===== config.mk =====
export PLATFORM = sky130hd
export DESIGN_NAME = spi_wrapper
export DESIGN_NICKNAME = d
export VERILOG_FILES = /design/src/rtl/spi_pkg.sv /design/src/rtl/spi_clk_div.sv /design/src/rtl/spi_wrapper.sv /design/src/rtl/spi_master_core.sv
export SDC_FILE = /design/constraint.sdc
export NUM_CORES = 1
export LEC_CHECK = 0
export CORE_MARGIN = 4
export CORE_UTILIZATION = 50
export CTS_CLUSTER_SIZE = 28
export DETAILED_ROUTE_END_ITERATION = 7
export PLACE_DENSITY = 0.78
export SLEW_MARGIN = 20
export SYNTH_ARGS = -nofsm -noshare
export SYNTH_HDL_FRONTEND = slang
export SYNTH_SLANG_ARGS = --single-unit

===== constraint.sdc =====
create_clock -name wb_clk_i -period 2 [get_ports wb_clk_i]
set_input_delay 0.2 -clock wb_clk_i [delete_from_list [all_inputs] [get_ports wb_clk_i]]
set_output_delay 0.2 -clock wb_clk_i [all_outputs]
set_load 0.02 [all_outputs]

===== src/rtl/spi_pkg.sv =====
// Shared types and default parameters for the SPI master slice.
package spi_pkg;

  localparam int unsigned DEF_CLK_DIV = 4;
  localparam int unsigned DEF_DATA_W  = 8;

  typedef enum logic [2:0] {
    ST_IDLE  = 3'd0,
    ST_SETUP = 3'd1,
    ST_SHIFT = 3'd2,
    ST_HOLD  = 3'd3,
    ST_DONE  = 3'd4
  } spi_state_t;

endpackage


===== src/rtl/spi_clk_div.sv =====
// Half-period tick generator: tick_c is high in the last cycle of each
// CLK_DIV-cycle window while enabled.
module spi_clk_div #(
  parameter int unsigned CLK_DIV = 4
) (
  input  logic clk,
  input  logic clr,
  input  logic en,
  output logic tick_c
);

  localparam int unsigned CNT_W = $clog2(CLK_DIV);

  logic [CNT_W-1:0] cnt_q;

  assign tick_c = en && (cnt_q == CNT_W'(CLK_DIV - 1));

  // Count cycles within the current half period, wrapping on tick.
  always_ff @(posedge clk) begin
    if (clr) begin
      cnt_q <= '0;
    end else if (en) begin
      cnt_q <= tick_c ? '0 : cnt_q + CNT_W'(1);
    end
  end

endmodule


===== src/rtl/spi_wrapper.sv =====
// Pad-level wrapper: maps the SPI pins onto a 4-bit io bus.
// io[0]=sclk, io[1]=mosi, io[2]=cs_n (outputs), io[3]=miso (input).
module spi_wrapper
  import spi_pkg::*;
#(
  parameter int unsigned CLK_DIV = DEF_CLK_DIV,
  parameter int unsigned DATA_W  = DEF_DATA_W
) (
  input  logic              wb_clk_i,
  input  logic              wb_rst_i,
  input  logic              start_i,
  input  logic [DATA_W-1:0] tx_data_i,
  input  logic              hold_cs_i,
  input  logic [3:0]        io_in,
  output logic [3:0]        io_out,
  output logic [3:0]        io_oeb,
  output logic              busy_o,
  output logic              done_o,
  output logic [DATA_W-1:0] rx_data_o
);

  logic sclk;
  logic mosi;
  logic cs_n;
  logic unused_io;

  // Only io[3] is an input; the other pad inputs are don't-care.
  assign unused_io = ^io_in[2:0];

  spi_master_core #(
    .CLK_DIV (CLK_DIV),
    .DATA_W  (DATA_W)
  ) u_core (
    .wb_clk_i  (wb_clk_i),
    .wb_rst_i  (wb_rst_i),
    .start_i   (start_i),
    .tx_data_i (tx_data_i),
    .hold_cs_i (hold_cs_i),
    .miso_i    (io_in[3]),
    .sclk_o    (sclk),
    .mosi_o    (mosi),
    .cs_n_o    (cs_n),
    .busy_o    (busy_o),
    .done_o    (done_o),
    .rx_data_o (rx_data_o)
  );

  assign io_out = {1'b0, cs_n, mosi, sclk};
  assign io_oeb = 4'b1000;

endmodule


===== src/rtl/spi_master_core.sv =====
// SPI mode-0 master: one DATA_W-bit full-duplex transfer per accepted start,
// optional chip-select hold between back-to-back transfers.
module spi_master_core
  import spi_pkg::*;
#(
  parameter int unsigned CLK_DIV = DEF_CLK_DIV,
  parameter int unsigned DATA_W  = DEF_DATA_W
) (
  input  logic              wb_clk_i,
  input  logic              wb_rst_i,
  input  logic              start_i,
  input  logic [DATA_W-1:0] tx_data_i,
  input  logic              hold_cs_i,
  input  logic              miso_i,
  output logic              sclk_o,
  output logic              mosi_o,
  output logic              cs_n_o,
  output logic              busy_o,
  output logic              done_o,
  output logic [DATA_W-1:0] rx_data_o
);

  localparam int unsigned EDGE_W    = $clog2(2 * DATA_W);
  localparam int unsigned LAST_EDGE = 2 * DATA_W - 1;

  spi_state_t        state_q, state_d;
  logic [EDGE_W-1:0] edge_q, edge_d;
  logic [DATA_W-1:0] tx_q, tx_d;
  logic [DATA_W-1:0] rx_sh_q, rx_sh_d;
  logic [DATA_W-1:0] rx_q, rx_d;
  logic              hold_q, hold_d;
  logic              sclk_q, sclk_d;
  logic              mosi_q, mosi_d;
  logic              cs_n_q, cs_n_d;
  logic              busy_q, busy_d;
  logic              done_q, done_d;
  logic              div_clr;
  logic              div_en;
  logic              tick;

  // The divider only runs while a transfer is timing SETUP/SHIFT/HOLD.
  assign div_en  = (state_q == ST_SETUP) || (state_q == ST_SHIFT) ||
                   (state_q == ST_HOLD);
  assign div_clr = wb_rst_i || !div_en;

  spi_clk_div #(
    .CLK_DIV (CLK_DIV)
  ) u_clk_div (
    .clk    (wb_clk_i),
    .clr    (div_clr),
    .en     (div_en),
    .tick_c (tick)
  );

  // Next-state and next-output logic.
  always_comb begin
    state_d = state_q;
    edge_d  = edge_q;
    tx_d    = tx_q;
    rx_sh_d = rx_sh_q;
    rx_d    = rx_q;
    hold_d  = hold_q;
    sclk_d  = sclk_q;
    mosi_d  = mosi_q;
    cs_n_d  = cs_n_q;
    done_d  = 1'b0;

    case (state_q)
      ST_IDLE: begin
        mosi_d = 1'b0;
        if (start_i) begin
          state_d = ST_SETUP;
          tx_d    = tx_data_i;
          hold_d  = hold_cs_i;
          rx_sh_d = '0;
          edge_d  = '0;
          cs_n_d  = 1'b0;
          mosi_d  = tx_data_i[DATA_W-1];
        end
      end
      ST_SETUP: begin
        if (tick) begin
          state_d = ST_SHIFT;
        end
      end
      ST_SHIFT: begin
        if (tick) begin
          sclk_d = ~sclk_q;
          edge_d = edge_q + EDGE_W'(1);
          if (!edge_q[0]) begin
            // Rising edge: sample the slave's bit.
            rx_sh_d = {rx_sh_q[DATA_W-2:0], miso_i};
          end else if (edge_q == EDGE_W'(LAST_EDGE)) begin
            state_d = ST_HOLD;
            edge_d  = '0;
          end else begin
            // Falling edge: advance to the next TX bit.
            tx_d   = {tx_q[DATA_W-2:0], 1'b0};
            mosi_d = tx_q[DATA_W-2];
          end
        end
      end
      ST_HOLD: begin
        if (tick) begin
          state_d = ST_DONE;
          done_d  = 1'b1;
          rx_d    = rx_sh_q;
          cs_n_d  = ~hold_q;
        end
      end
      ST_DONE: begin
        state_d = ST_IDLE;
        mosi_d  = 1'b0;
      end
      default: begin
        state_d = ST_IDLE;
        sclk_d  = 1'b0;
        mosi_d  = 1'b0;
        cs_n_d  = 1'b1;
      end
    endcase

    busy_d = (state_d != ST_IDLE);
  end

  // State and registered outputs.
  always_ff @(posedge wb_clk_i) begin
    if (wb_rst_i) begin
      state_q <= ST_IDLE;
      edge_q  <= '0;
      tx_q    <= '0;
      rx_sh_q <= '0;
      rx_q    <= '0;
      hold_q  <= 1'b0;
      sclk_q  <= 1'b0;
      mosi_q  <= 1'b0;
      cs_n_q  <= 1'b1;
      busy_q  <= 1'b0;
      done_q  <= 1'b0;
    end else begin
      state_q <= state_d;
      edge_q  <= edge_d;
      tx_q    <= tx_d;
      rx_sh_q <= rx_sh_d;
      rx_q    <= rx_d;
      hold_q  <= hold_d;
      sclk_q  <= sclk_d;
      mosi_q  <= mosi_d;
      cs_n_q  <= cs_n_d;
      busy_q  <= busy_d;
      done_q  <= done_d;
    end
  end

  assign sclk_o    = sclk_q;
  assign mosi_o    = mosi_q;
  assign cs_n_o    = cs_n_q;
  assign busy_o    = busy_q;
  assign done_o    = done_q;
  assign rx_data_o = rx_q;

endmodule

==> results of run 1 <==
-- per-layer routing --
layer,up-vias,track usage [%],share of wire [%],wire (um)
met3,4,5.81,5.6,192
met4,0,5.44,0.76,26
li1,696,-,-,-
met1,661,21.9,45,1530
met2,46,29.0,49,1660
met5,-,0,0,0
-- area by class of cell --
type / instances / area, um^2 / area share [%]
Inverter: 2 / 7.51 / 0.372
Tap cell: 44 / 55.1 / 2.72
Clock buffer: 6 / 51.3 / 2.54
Sequential cell: 38 / 761 / 37.6
Timing Repair Buffer: 36 / 333 / 16.5
Multi-Input combinational cell: 128 / 783 / 38.8
Clock inverter: 1 / 30.0 / 1.49
-- cells in the mapped netlist, types with 4 or more instances --
master	count
nand2_1	20
clkbuf_1	8
a22o_1	8
mux2i_1	7
nor2_1	11
a211oi_1	6
a21oi_1	19
nor2b_1	4
dfxtp_1	38
buf_4	9
-- flip-flops by register name (all words and copies together), names as in the netlist --
| name | cells |
|---|---|
| u_core.busy_o | 1 |
| u_core.hold_q | 1 |
| u_core.rx_sh_q | 8 |
| u_core.rx_data_o | 8 |
| u_core.mosi_o | 1 |
| u_core.edge_q | 4 |
| u_core.cs_n_o | 1 |
| u_core.u_clk_div.cnt_q | 2 |
| u_core.done_o | 1 |
| u_core.sclk_o | 1 |
| u_core.tx_q | 7 |
| u_core.state_q | 3 |
-- stage by stage --
step	cells	power [W]	cell area [um^2]
3_5_place_dp	248	0.000967	1940
4_1_cts	255	0.00149	2020
5_1_grt	255	0.00155	2020
6_report	255	0.00149	2020
3_3_place_gp	248	0.000960	1940
2_1_floorplan	189	0.000917	1670
-- final timing paths --
path	from	slack, ps	end
setup / recovery	u_core.u_clk_div.cnt_q[0]$_SDFFE_PP0P_	290	u_core.edge_q[3]$_SDFFE_PP0P_
hold / removal	u_core.u_clk_div.cnt_q[0]$_SDFFE_PP0P_	440	u_core.u_clk_div.cnt_q[0]$_SDFFE_PP0P_
setup reg to reg	u_core.u_clk_div.cnt_q[0]$_SDFFE_PP0P_	290	u_core.edge_q[3]$_SDFFE_PP0P_
hold reg to reg	u_core.u_clk_div.cnt_q[0]$_SDFFE_PP0P_	440	u_core.u_clk_div.cnt_q[0]$_SDFFE_PP0P_
-- worst max-delay path, cell delays in order, from the launching register on --
cell and delay, ps:
dfxtp_1 350, ha_1 270, nand2_2 90, a211o_1 330
or4_1 480, a21oi_1 140
-- power by group through the flow --
stage / registers (W) / logic (W) / clock network (W)
after floorplan: 0.000808 / 0.000110 / 0
after global placement: 0.000812 / 0.000148 / 0
after detailed placement: 0.000814 / 0.000153 / 0
after CTS: 0.000796 / 0.000153 / 0.000541
after global routing: 0.000800 / 0.000167 / 0.000587
final: 0.000797 / 0.000153 / 0.000540
-- cells by family after synthesis --
logic type | synth area share, %
and+or+nand+nor | 19.2
DFF | 45.9
buffers and inverters | 7.48
xor gates and xnor gates | 0.529
adders and majority gates | 1.51
AOI/OAI and AO/OA | 20.7
other | 0.453
muxes | 4.23
==> out/results.ini, run 1 <==
[sta]
setup_viol_count_final = 0
max_freq_mhz = 584
final_hold_viol_count = 0
timing.final.crit_share_pct = 85.6
hold_ws_ps = 437
max_slew.worst_pin.slew_ps = 606
rsz0062_at_grt = no
fin_crit_ps = 1710
drv_slew = 0
tns_ps = 0
fin_ws_ps = 288
skew_ps = 17.6
relSlewSlack_pct = 59.6

[setup_path]
cp-start-kind = flop
criticalPathCategory = flop to flop
crit_path_max_fanout = 5
r2r_cells = 5
cp-end-kind = flop
worstPathRequired_ps = 2290
worstPathArrival_ps = 2000

[yosys]
ys_seq_area_share_pct = 45.9
synth_area_leaders = dfxtp_1 (46%), a21oi_1 (5.7%), nand2_1 (4.5%)
yosys_most_used_dff = dfxtp_1
syn_inst = 186
synth_seq_cells = 38
yosysTopAreaCellShare_pct = 45.9
synth.distinct_cells = 44
yosysTopAreaCell = dfxtp_1
synth_edf_count = 0
synth_warnings = 0
syn_avg_cell_area_um2 = 8.91
netlist_area_um2 = 1660
async_reset_ff_share_pct = 0

[final_layout]
n_antenna_cell = 0
layout_common_cells = dfxtp_1 (38), clkdlybuf4s50_1 (25), nand2_1 (20)
postLayoutCoreUtil_pct = 65.1
areaGrowthSynthToFinish_pct = 22.0
final_nets = 229
final_layout_size_suffix_gt1_share_pct = 10.4
final_common_cell = dfxtp_1
nFillCells = 290

[global_route]
grt_pass1_vias = 1354
grt_max_degree = 18
antenna_found_initial = 0
grt_pass1_wl_um = 5910
grt-ovfl-total = 0
grt.total_usage_pct = 17.7

[die]
rows = 20
die_h_um = 65.6
start_util_pct = 53.4
io_pins = 34
dieArea_um2 = 4300
core-area_um2 = 3100
die_w_um = 65.6

[clock_tree]
cts_hold_buf = 0
tritoncts = done
h-tree-depth = 2
insertion_delay_ps = 350
clk_path_buf_depth = 2
clockRootBuffer = clkbuf_4
post_cts_buffers = 0
clkTransAtPathRegs_ps = 120
numCtsBuffers = 5
cts_resized = 0
clock-sinks = 38

[drt]
vias = 1407
antenna_left = 0
drcViolationCount = 0
vias_per_cell = 5.52
drt_pre_antenna_iters = 4
routed_wl_um = 3410
drtIter0Drc = 62
wl_per_cell_um = 13.4

[worst_hold_path]
whs_path_depth = 1
hold_class = flop to flop

[place]
dp_hpwl_um = 2510
numPortBuffers = 25
place_ws_ps = 132
place.gp.congestion = 0.964

[outcome]
outcome = completed

[power]
intPower_w = 0.00114
p_per_area_nw_per_um2 = 737
p_leak_nw = 0.758
p_clk_share_pct = 36.2
switching_share_pct = 23.1
power_frac_comb_pct = 10.3
vdd_ir_drop_max_uv = 512
p_sw_w = 0.000344
seqPwrFrac_pct = 53.5

[job]
maxCapViolations = 0

Note: power is estimated with default switching activity, not from simulation.
==> run 2, diff against run 1 <==
--- a/config.mk
+++ b/config.mk
@@ -10,6 +10,7 @@
 export CTS_CLUSTER_SIZE = 28
 export DETAILED_ROUTE_END_ITERATION = 7
 export PLACE_DENSITY = 0.78
+export RECOVER_POWER = 25
 export SLEW_MARGIN = 20
 export SYNTH_ARGS = -nofsm -noshare
 export SYNTH_HDL_FRONTEND = slang
==> run 2 against run 1 <==
Against the previous run: setup slack improved by 1.7 ps; sequential power about the same; sequential share of layout area hardly changed; global-route usage is the same; total power is essentially flat; cell area shrank 0.12%; register-to-register slack about the same; die area unchanged; routed wire length about the same; highest routed layer unchanged.
==> out/results.ini, run 2 (same netlist as run 1, synthesis figures left out) <==
[final_layout]
finalNonFillerCells = 255  ; unchanged
areaGrowthSynthToFinish_pct = 21.8  ; was 22.0%
nFillCells = 291  ; was 290
final_layout_size_suffix_gt1_share_pct = 10.4  ; unchanged
layout_common_cells = dfxtp_1 (38), nand2_1 (20), clkdlybuf4s50_1 (20)  ; was dfxtp_1 (38), clkdlybuf4s50_1 (25), nand2_1 (20)
n_antenna_cell = 0  ; unchanged
postLayoutCoreUtil_pct = 65.0  ; was 65.1%
final_common_cell = dfxtp_1  ; unchanged
final_nets = 229  ; unchanged

[global_route]
grt_max_degree = 18  ; unchanged
grt_pass1_vias = 1354  ; unchanged
antenna_found_initial = 0  ; unchanged
grt.total_usage_pct = 17.7  ; unchanged
grt-ovfl-total = 0  ; unchanged
grt_pass1_wl_um = 5910  ; unchanged

[power]
p_per_area_nw_per_um2 = 737  ; about the same
power_w = 0.00149  ; about the same
p_leak_nw = 0.765  ; was 0.758 nW
vdd_ir_drop_max_uv = 512  ; about the same

[setup_path]
crit_chain = ha_1 > nand2_2 > a211o_1 > or4_1 > a21oi_1  ; unchanged
cp-start-kind = flop  ; unchanged
worstPathArrival_ps = 2000  ; about the same
slowest_stage = or4_1  ; unchanged
cp-end-kind = flop  ; unchanged
worstPathRequired_ps = 2290  ; about the same
max_stage_delay_ps = 480  ; about the same
rr_startpoint = u_core.u_clk_div.cnt_q[0]$_SDFFE_PP0P_  ; unchanged
crit_path_max_fanout = 5  ; unchanged
criticalPathCategory = flop to flop  ; unchanged
cp-startpoint = u_core.u_clk_div.cnt_q[0]$_SDFFE_PP0P_  ; unchanged

[drt]
antenna_left = 0  ; unchanged
wl_per_cell_um = 13.4  ; about the same
vias = 1389  ; was 1,407
routed_wl_um = 3410  ; about the same
vias_per_cell = 5.45  ; was 5.52
drcViolationCount = 0  ; unchanged
drt_pre_antenna_iters = 4  ; unchanged
drtIter0Drc = 53  ; was 62

[clock_tree]
cts_resized = 0  ; unchanged
numCtsBuffers = 5  ; unchanged
cts_hold_buf = 0  ; unchanged
h-tree-depth = 2  ; unchanged
insertion_delay_ps = 350  ; about the same
clockRootBuffer = clkbuf_4  ; unchanged
clk_path_buf_depth = 2  ; unchanged
clkTransAtPathRegs_ps = 120  ; about the same
clock-sinks = 38  ; unchanged
tritoncts = done  ; unchanged
post_cts_buffers = 0  ; unchanged

[sta]
rsz0062_at_grt = no  ; unchanged
skew_ps = 19.1  ; was 17.6 ps
setup_viol_count_final = 0  ; unchanged
max_slew.worst_pin.slew_ps = 606  ; about the same
timing.final.crit_share_pct = 85.5  ; was 85.6%
tns_ps = 0  ; unchanged
max_freq_mhz = 585  ; was 584 MHz
final_hold_viol_count = 0  ; unchanged
fin_crit_ps = 1710  ; about the same
hold_ws_ps = 437  ; about the same
relSlewSlack_pct = 59.6  ; about the same
drv_slew = 0  ; unchanged

[worst_hold_path]
hold_class = flop to flop  ; unchanged
hp-start = u_core.u_clk_div.cnt_q[0]$_SDFFE_PP0P_  ; unchanged

[place]
dp_hpwl_um = 2510  ; unchanged
dp_cells = 248  ; unchanged
place.gp.congestion = 0.964  ; unchanged
numPortBuffers = 25  ; unchanged

[outcome]
outcome = completed  ; unchanged

[die]
die_h_um = 65.6  ; unchanged
dieArea_um2 = 4300  ; unchanged
io_pins = 34  ; unchanged
rows = 20  ; unchanged
die_w_um = 65.6  ; unchanged
core-area_um2 = 3100  ; unchanged
start_util_pct = 53.4  ; unchanged

[job]
maxCapViolations = 0  ; unchanged

[run 2: changes by cell type in the layout (fill, tap and decap cells not counted)]
cell / delta
or2_1: -1
clkdlybuf4s50_1: -5
dlygate4sd3_1: +5
buf_4: -1
or2_0: +1
clkbuf_2: +1
[run 2: metrics by stage]
step,setup slack [ps],cell area [um^2]
2_1_floorplan,352,1670
3_3_place_gp,172,1940
3_5_place_dp,132,1940
4_1_cts,293,2020
5_1_grt,125,2020
6_report,290,2020
[run 2: final cells by class]
| type | count | area (um^2) | area share (%) |
|---|---|---|---|
| clock buffer | 6 | 51.3 | 2.54 |
| clock inverter | 1 | 30.0 | 1.49 |
| inverter | 2 | 7.51 | 0.372 |
| multi-input combinational | 128 | 783 | 38.8 |
| sequential | 38 | 761 | 37.7 |
| tap | 44 | 55.1 | 2.73 |
| timing repair buffer | 36 | 330 | 16.4 |
[run 2: path summary, 6_finish.rpt]
check / to / slack (ps) / cells after the start
worst max register to register: u_core.edge_q[3]$_SDFFE_PP0P_ / 290 / 5
worst min-delay path: u_core.u_clk_div.cnt_q[0]$_SDFFE_PP0P_ / 440 / 1
worst max-delay path: u_core.edge_q[3]$_SDFFE_PP0P_ / 290 / 5
worst min register to register: u_core.u_clk_div.cnt_q[0]$_SDFFE_PP0P_ / 440 / 1
[run 2: layer usage]
layer	up-vias	GRT usage [%]	part of all wire [%]
met1	654	21.9	46
met3	4	5.81	4.7
met5	-	0	0
met2	33	29.0	48
li1	698	-	-
met4	0	5.44	0.76
[run 2: power breakdown]
part / internal [W] / switching, W
Sequential: 0.000779 / 0.0000170
Combinational: 0.0000724 / 0.0000787
Clock: 0.000291 / 0.000250
[run 2: critical path: cells and delay by family, from the launching register on]
kind	cells	cell delay (ps)
and+or+nand+nor	2	570
AOI/OAI and AO/OA	2	470
adders and majority gates	1	270
DFF	1	350
==> run 3, diff against run 2 <==
--- a/config.mk
+++ b/config.mk
@@ -5,6 +5,7 @@
 export SDC_FILE = /design/constraint.sdc
 export NUM_CORES = 1
 export LEC_CHECK = 0
+export CAP_MARGIN = 20
 export CORE_MARGIN = 4
 export CORE_UTILIZATION = 50
 export CTS_CLUSTER_SIZE = 28
==> results of run 3 <==
Same layout as run 2: the final DEF is identical, and so are final timing and power.
